$ cat config.mk
export PLATFORM = sky130hd
export DESIGN_NAME = seq_match_logger
export DESIGN_NICKNAME = d
export VERILOG_FILES = /design/src/rtl/seq_match_logger.sv
export SDC_FILE = /design/constraint.sdc
export NUM_CORES = 1
export LEC_CHECK = 0
export CAP_MARGIN = 20
export CORE_UTILIZATION = 40
export DETAILED_ROUTE_END_ITERATION = 6
export HOLD_SLACK_MARGIN = 0.03
export PLACE_DENSITY = 0.7
export SLEW_MARGIN = 20
export SYNTH_ARGS = -nofsm -noshare
export SYNTH_HDL_FRONTEND = slang
export SYNTH_SLANG_ARGS = --single-unit
$ cat constraint.sdc
create_clock -name clk -period 4.65 [get_ports clk]
set_clock_uncertainty 0.05 [all_clocks]
set_input_delay 0.465 -clock clk [delete_from_list [all_inputs] [get_ports clk]]
set_output_delay 0.465 -clock clk [all_outputs]
set_load 0.05 [all_outputs]
$ cat src/rtl/seq_match_logger.sv
// rtl/seq_match_logger.sv - match-run logger behind the "11" sequence detector
//
// Samples det_in_i on every bit_valid_i slot, tracks runs of consecutive
// matches, counts runs and hits, and queues each finished run length in a
// small FIFO that a valid/ready reader drains.
//
// Ports:
//   clk          clock, all logic on posedge
//   reset        asynchronous, active-high
//   bit_valid_i  det_in_i is a valid detector sample this cycle
//   det_in_i     detector output (1 = "11" seen)
//   clr_i        synchronous clear of counters, FIFO and FSM
//   rd_ready_i   reader accepts the head entry
//   rd_valid_o   FIFO non-empty
//   rd_len_o     head entry run length (0 while empty)
//   run_count_o  number of 0->1 transitions of sampled det_in_i
//   hit_count_o  number of valid samples with det_in_i = 1
//   drop_count_o completed runs lost because the FIFO was full
//   fifo_full_o  FIFO holds DEPTH entries
module seq_match_logger #(
  parameter int LEN_W = 8,
  parameter int CNT_W = 16,
  parameter int DEPTH = 4
) (
  input  logic             clk,
  input  logic             reset,
  input  logic             bit_valid_i,
  input  logic             det_in_i,
  input  logic             clr_i,
  input  logic             rd_ready_i,
  output logic             rd_valid_o,
  output logic [LEN_W-1:0] rd_len_o,
  output logic [CNT_W-1:0] run_count_o,
  output logic [CNT_W-1:0] hit_count_o,
  output logic [CNT_W-1:0] drop_count_o,
  output logic             fifo_full_o
);

  localparam int PTR_W = $clog2(DEPTH);
  localparam logic [PTR_W:0]   OCC_FULL = DEPTH[PTR_W:0];
  localparam logic [PTR_W:0]   OCC_ONE  = 1;
  localparam logic [PTR_W-1:0] PTR_ONE  = 1;

  typedef enum logic {IDLE, RUN} state_t;

  state_t           state_q, state_d;
  logic [LEN_W-1:0] cur_len_q, cur_len_d;
  logic [CNT_W-1:0] run_cnt_q, run_cnt_d;
  logic [CNT_W-1:0] hit_cnt_q, hit_cnt_d;
  logic [CNT_W-1:0] drop_cnt_q, drop_cnt_d;
  logic [LEN_W-1:0] mem_q [DEPTH];
  logic [PTR_W-1:0] wr_ptr_q, rd_ptr_q;
  logic [PTR_W:0]   occ_q;
  logic             push, pop, full, wr_en;

  function automatic logic [CNT_W-1:0] sat_inc(input logic [CNT_W-1:0] v);
    return (v == '1) ? v : v + CNT_W'(1);
  endfunction

  assign full         = (occ_q == OCC_FULL);
  assign rd_valid_o   = (occ_q != '0);
  assign pop          = rd_valid_o & rd_ready_i;
  // Gate the head so stale storage never shows while the FIFO is empty.
  assign rd_len_o     = rd_valid_o ? mem_q[rd_ptr_q] : '0;
  assign fifo_full_o  = full;
  assign run_count_o  = run_cnt_q;
  assign hit_count_o  = hit_cnt_q;
  assign drop_count_o = drop_cnt_q;

  always_comb begin
    state_d    = state_q;
    cur_len_d  = cur_len_q;
    run_cnt_d  = run_cnt_q;
    hit_cnt_d  = hit_cnt_q;
    drop_cnt_d = drop_cnt_q;
    push       = 1'b0;
    if (bit_valid_i) begin
      case (state_q)
        IDLE: begin
          if (det_in_i) begin
            run_cnt_d = sat_inc(run_cnt_q);
            hit_cnt_d = sat_inc(hit_cnt_q);
            cur_len_d = LEN_W'(1);
            state_d   = RUN;
          end
        end
        RUN: begin
          if (det_in_i) begin
            hit_cnt_d = sat_inc(hit_cnt_q);
            cur_len_d = cur_len_q + LEN_W'(cur_len_q != '1);
          end else begin
            push      = 1'b1;
            cur_len_d = '0;
            state_d   = IDLE;
          end
        end
        default: state_d = IDLE;
      endcase
    end
    // A full FIFO still accepts the push when the head leaves in the same cycle.
    wr_en = push & (~full | pop);
    if (push & ~wr_en) drop_cnt_d = sat_inc(drop_cnt_q);
  end

  always_ff @(posedge clk or posedge reset) begin
    if (reset) begin
      state_q    <= IDLE;
      cur_len_q  <= '0;
      run_cnt_q  <= '0;
      hit_cnt_q  <= '0;
      drop_cnt_q <= '0;
      wr_ptr_q   <= '0;
      rd_ptr_q   <= '0;
      occ_q      <= '0;
    end else if (clr_i) begin
      state_q    <= IDLE;
      cur_len_q  <= '0;
      run_cnt_q  <= '0;
      hit_cnt_q  <= '0;
      drop_cnt_q <= '0;
      wr_ptr_q   <= '0;
      rd_ptr_q   <= '0;
      occ_q      <= '0;
    end else begin
      state_q    <= state_d;
      cur_len_q  <= cur_len_d;
      run_cnt_q  <= run_cnt_d;
      hit_cnt_q  <= hit_cnt_d;
      drop_cnt_q <= drop_cnt_d;
      if (wr_en) wr_ptr_q <= wr_ptr_q + PTR_ONE;
      if (pop)   rd_ptr_q <= rd_ptr_q + PTR_ONE;
      if (wr_en && !pop)      occ_q <= occ_q + OCC_ONE;
      else if (!wr_en && pop) occ_q <= occ_q - OCC_ONE;
    end
  end

  // Storage needs no reset: the pointers and occupancy define what is valid.
  always_ff @(posedge clk) begin
    if (wr_en) mem_q[wr_ptr_q] <= cur_len_q;
  end

endmodule
==> results.toml <==
[floorplanning]
dieWidth_um = 115
coreArea_um2 = 12600
io_pins = 64
die_area_um2 = 13300
die_h_um = 115
rows = 41
initial_core_util = 0.408

[yosys]
synthCells = 471
synth_common_cells = "dfrtp_1, a21oi_1, edfxtp_1"
ys_top_cells_by_area = "dfrtp_1, edfxtp_1, a21oi_1"
syn_nets = 487
synth_most_common_cell = "dfrtp_1"
ys_types = 59
synth_top_cell_area_share = 0.312
synth_area_um2 = 5130
ys.flop_type = "dfrtp_1"
synth-edff-count = 32
ys_ff_latch = 96
synth_top_area_cell = "dfrtp_1"
yosysWarnings = 0
synth-async-reset-ratio = 0.667
synth.avg_cell_area_um2 = 10.9
synth_seq_area_share = 0.500

[place]
dp.final_hpwl_mm = 7.63
io_buffers = 63
place_area_um2 = 5890
gp_congestion = 0.826
dp_slack_ns = 1.52
placedCellCount = 684

[timing]
final_hold_viol_count = 0
fmax_mhz = 330
tightest_slew_ns = 0.786
period_needed_ns = 3.03
timing.final.ws_setup_ns = 1.62
slew_violations = 0
setup_violations = 0
finalCritPeriodShare = 0.652
rsz0062_at_grt = "no"
relSlewSlack = 0.476
setup_tns_ns = 0

[global_routing]
busiest_layer = "met2"
grt_pass1_wl_mm = 18.7
grt_pass1_vias = 3883
met3_usage = 0.0311
use_met1 = 0.231
overflow = 0
antenna_found_initial = 0
met2_usage = 0.303
grt_usage = 0.182
grt_max_degree = 43

[pwr]
p_comb_frac = 0.080
total_leakage_power_nw = 2.26
p_total_w = 0.00183
peakVddDrop_mv = 0.157
internal_power_w = 0.00140
seq_power_share = 0.487
powerDensity_nw_per_um2 = 295
p_sw_frac = 0.236
power.share.clock = 0.432
p_switching_w = 0.000433

[finish]
final_cells = 700
fin_area_um2 = 6220
n_antenna_cell = 0
syn2layout_area_growth_pct = 21.2
nFillCells = 1109
fin_nets = 539
drive_gt1_frac = 0.121

[cts]
cts_resized = 0
cts-buffers-inserted = 9
cts.clk_slew.worst_paths_ns = 0.07
cts.sinks = 96
clk_latency_ns = 0.35
postCtsHoldBufs = 0
cts_setup_buffers = 0
htreeDepth = 3
cts_tree = "built"
clockBufferDepth = 2
root_buffer = "clkbuf_16"

[detailed_routing]
wl_per_cell_um = 15.9
drtPass1Iterations = 4
routed_wirelength_mm = 11.2
drc = 0
avgViaCountPerCell = 5.63
drtIter0Drc = 227
vias = 3939
final_antenna_net_count = 0

[critical_path]
crit_path_end_kind = "output port"
arrival_ns = 2.52
crit_fanout = 10
crit_type = "register to output port"
critical_path_required_ns = 4.14
crit_path_start_kind = "register"

[min_path]
hp-class = "input port to asynchronous set/reset pin"

[job]
maxCapViolations = 0

[status]
status = "finished clean"
[cells by family after synthesis]
| kind of cell | synth area share |
|---|---|
| compound gates | 0.124 |
| fa+ha+maj | 0.0259 |
| xor+xnor | 0.0205 |
| buf+inv | 0.0322 |
| mux | 0.0722 |
| flops | 0.500 |
| simple gates | 0.226 |
[per-layer routing]
metal	vias to the layer above	wire, µm
li1	1892	-
met3	11	449
met2	87	5560
met4	0	138
met5	-	0
met1	1949	5020
[power groups by stage]
stage / Sequential [W] / Clock, W / Combinational [W]
final: 0.000893 / 0.000793 / 0.000147
after global routing: 0.000896 / 0.000846 / 0.000160
after CTS: 0.000894 / 0.000814 / 0.000149
after detailed placement: 0.000911 / 0 / 0.000149
after global placement: 0.000910 / 0 / 0.000146
after floorplan: 0.000907 / 0 / 0.000110
[registers in the layout, indices dropped and copies added, names as in the netlist]
name,flops
wr_ptr_q,2
hit_count_o,16
rd_ptr_q,2
drop_count_o,16
state_q,1
cur_len_q,8
mem_q,32
occ_q,3
run_count_o,16
[final timing paths]
| check | endpoint | slack, ns | start | cells after the start |
|---|---|---|---|---|
| max in group asynchronous | occ_q[1]$_DFFE_PP0P_ | 3.19 | reset | 3 |
| setup / recovery | rd_len_o[5] | 1.62 | rd_ptr_q[0]$_DFFE_PP0P_ | 3 |
| setup reg to reg | occ_q[2]$_DFFE_PP0P_ | 2.09 | occ_q[0]$_DFFE_PP0P_ | 7 |
| min in group clk | drop_count_o[15]$_DFFE_PP0P_ | 0.53 | drop_count_o[15]$_DFFE_PP0P_ | 2 |
| hold / removal | drop_count_o[1]$_DFFE_PP0P_ | 0.42 | reset | 2 |
| hold reg to reg | drop_count_o[15]$_DFFE_PP0P_ | 0.53 | drop_count_o[15]$_DFFE_PP0P_ | 2 |
[placed cells by master, fill, tap and decap left out, drive strengths merged, types with 10 or more instances in the layout]
| cell | n |
|---|---|
| clkdlybuf4s50 | 62 |
| nand3 | 21 |
| edfxtp | 32 |
| nand4 | 10 |
| nor2 | 30 |
| or4 | 17 |
| mux2 | 16 |
| dfrtp | 64 |
| nor2b | 16 |
| o31ai | 17 |
| inv | 14 |
| and2 | 17 |
| nand2 | 27 |
| a21oi | 39 |
| nor4 | 15 |
[critical path, cell delays in order (launching register included)]
cell	delay [ns]
dfrtp_1	0.72
mux4_2	0.59
and2_1	0.17
clkdlybuf4s50_1	0.69
[stage by stage]
step	utilization	hold slack (ns)
after floorplan	-	0.465
after global placement	0.468	0.497
after detailed placement	0.468	0.504
after CTS	0.494	0.432
after global routing	0.495	0.447
final	0.495	0.416
[cell type report]
cell class / instances / area, µm² / area share
clock buffers: 9 / 225 / 0.0362
clock inverters: 7 / 96.3 / 0.0155
inverters: 14 / 52.6 / 0.00845
multi-input cells: 335 / 2410 / 0.387
flip-flops and latches: 96 / 2560 / 0.412
well taps: 172 / 215 / 0.0346
repair buffers: 67 / 656 / 0.105
Power figures use the tool's default switching activity.
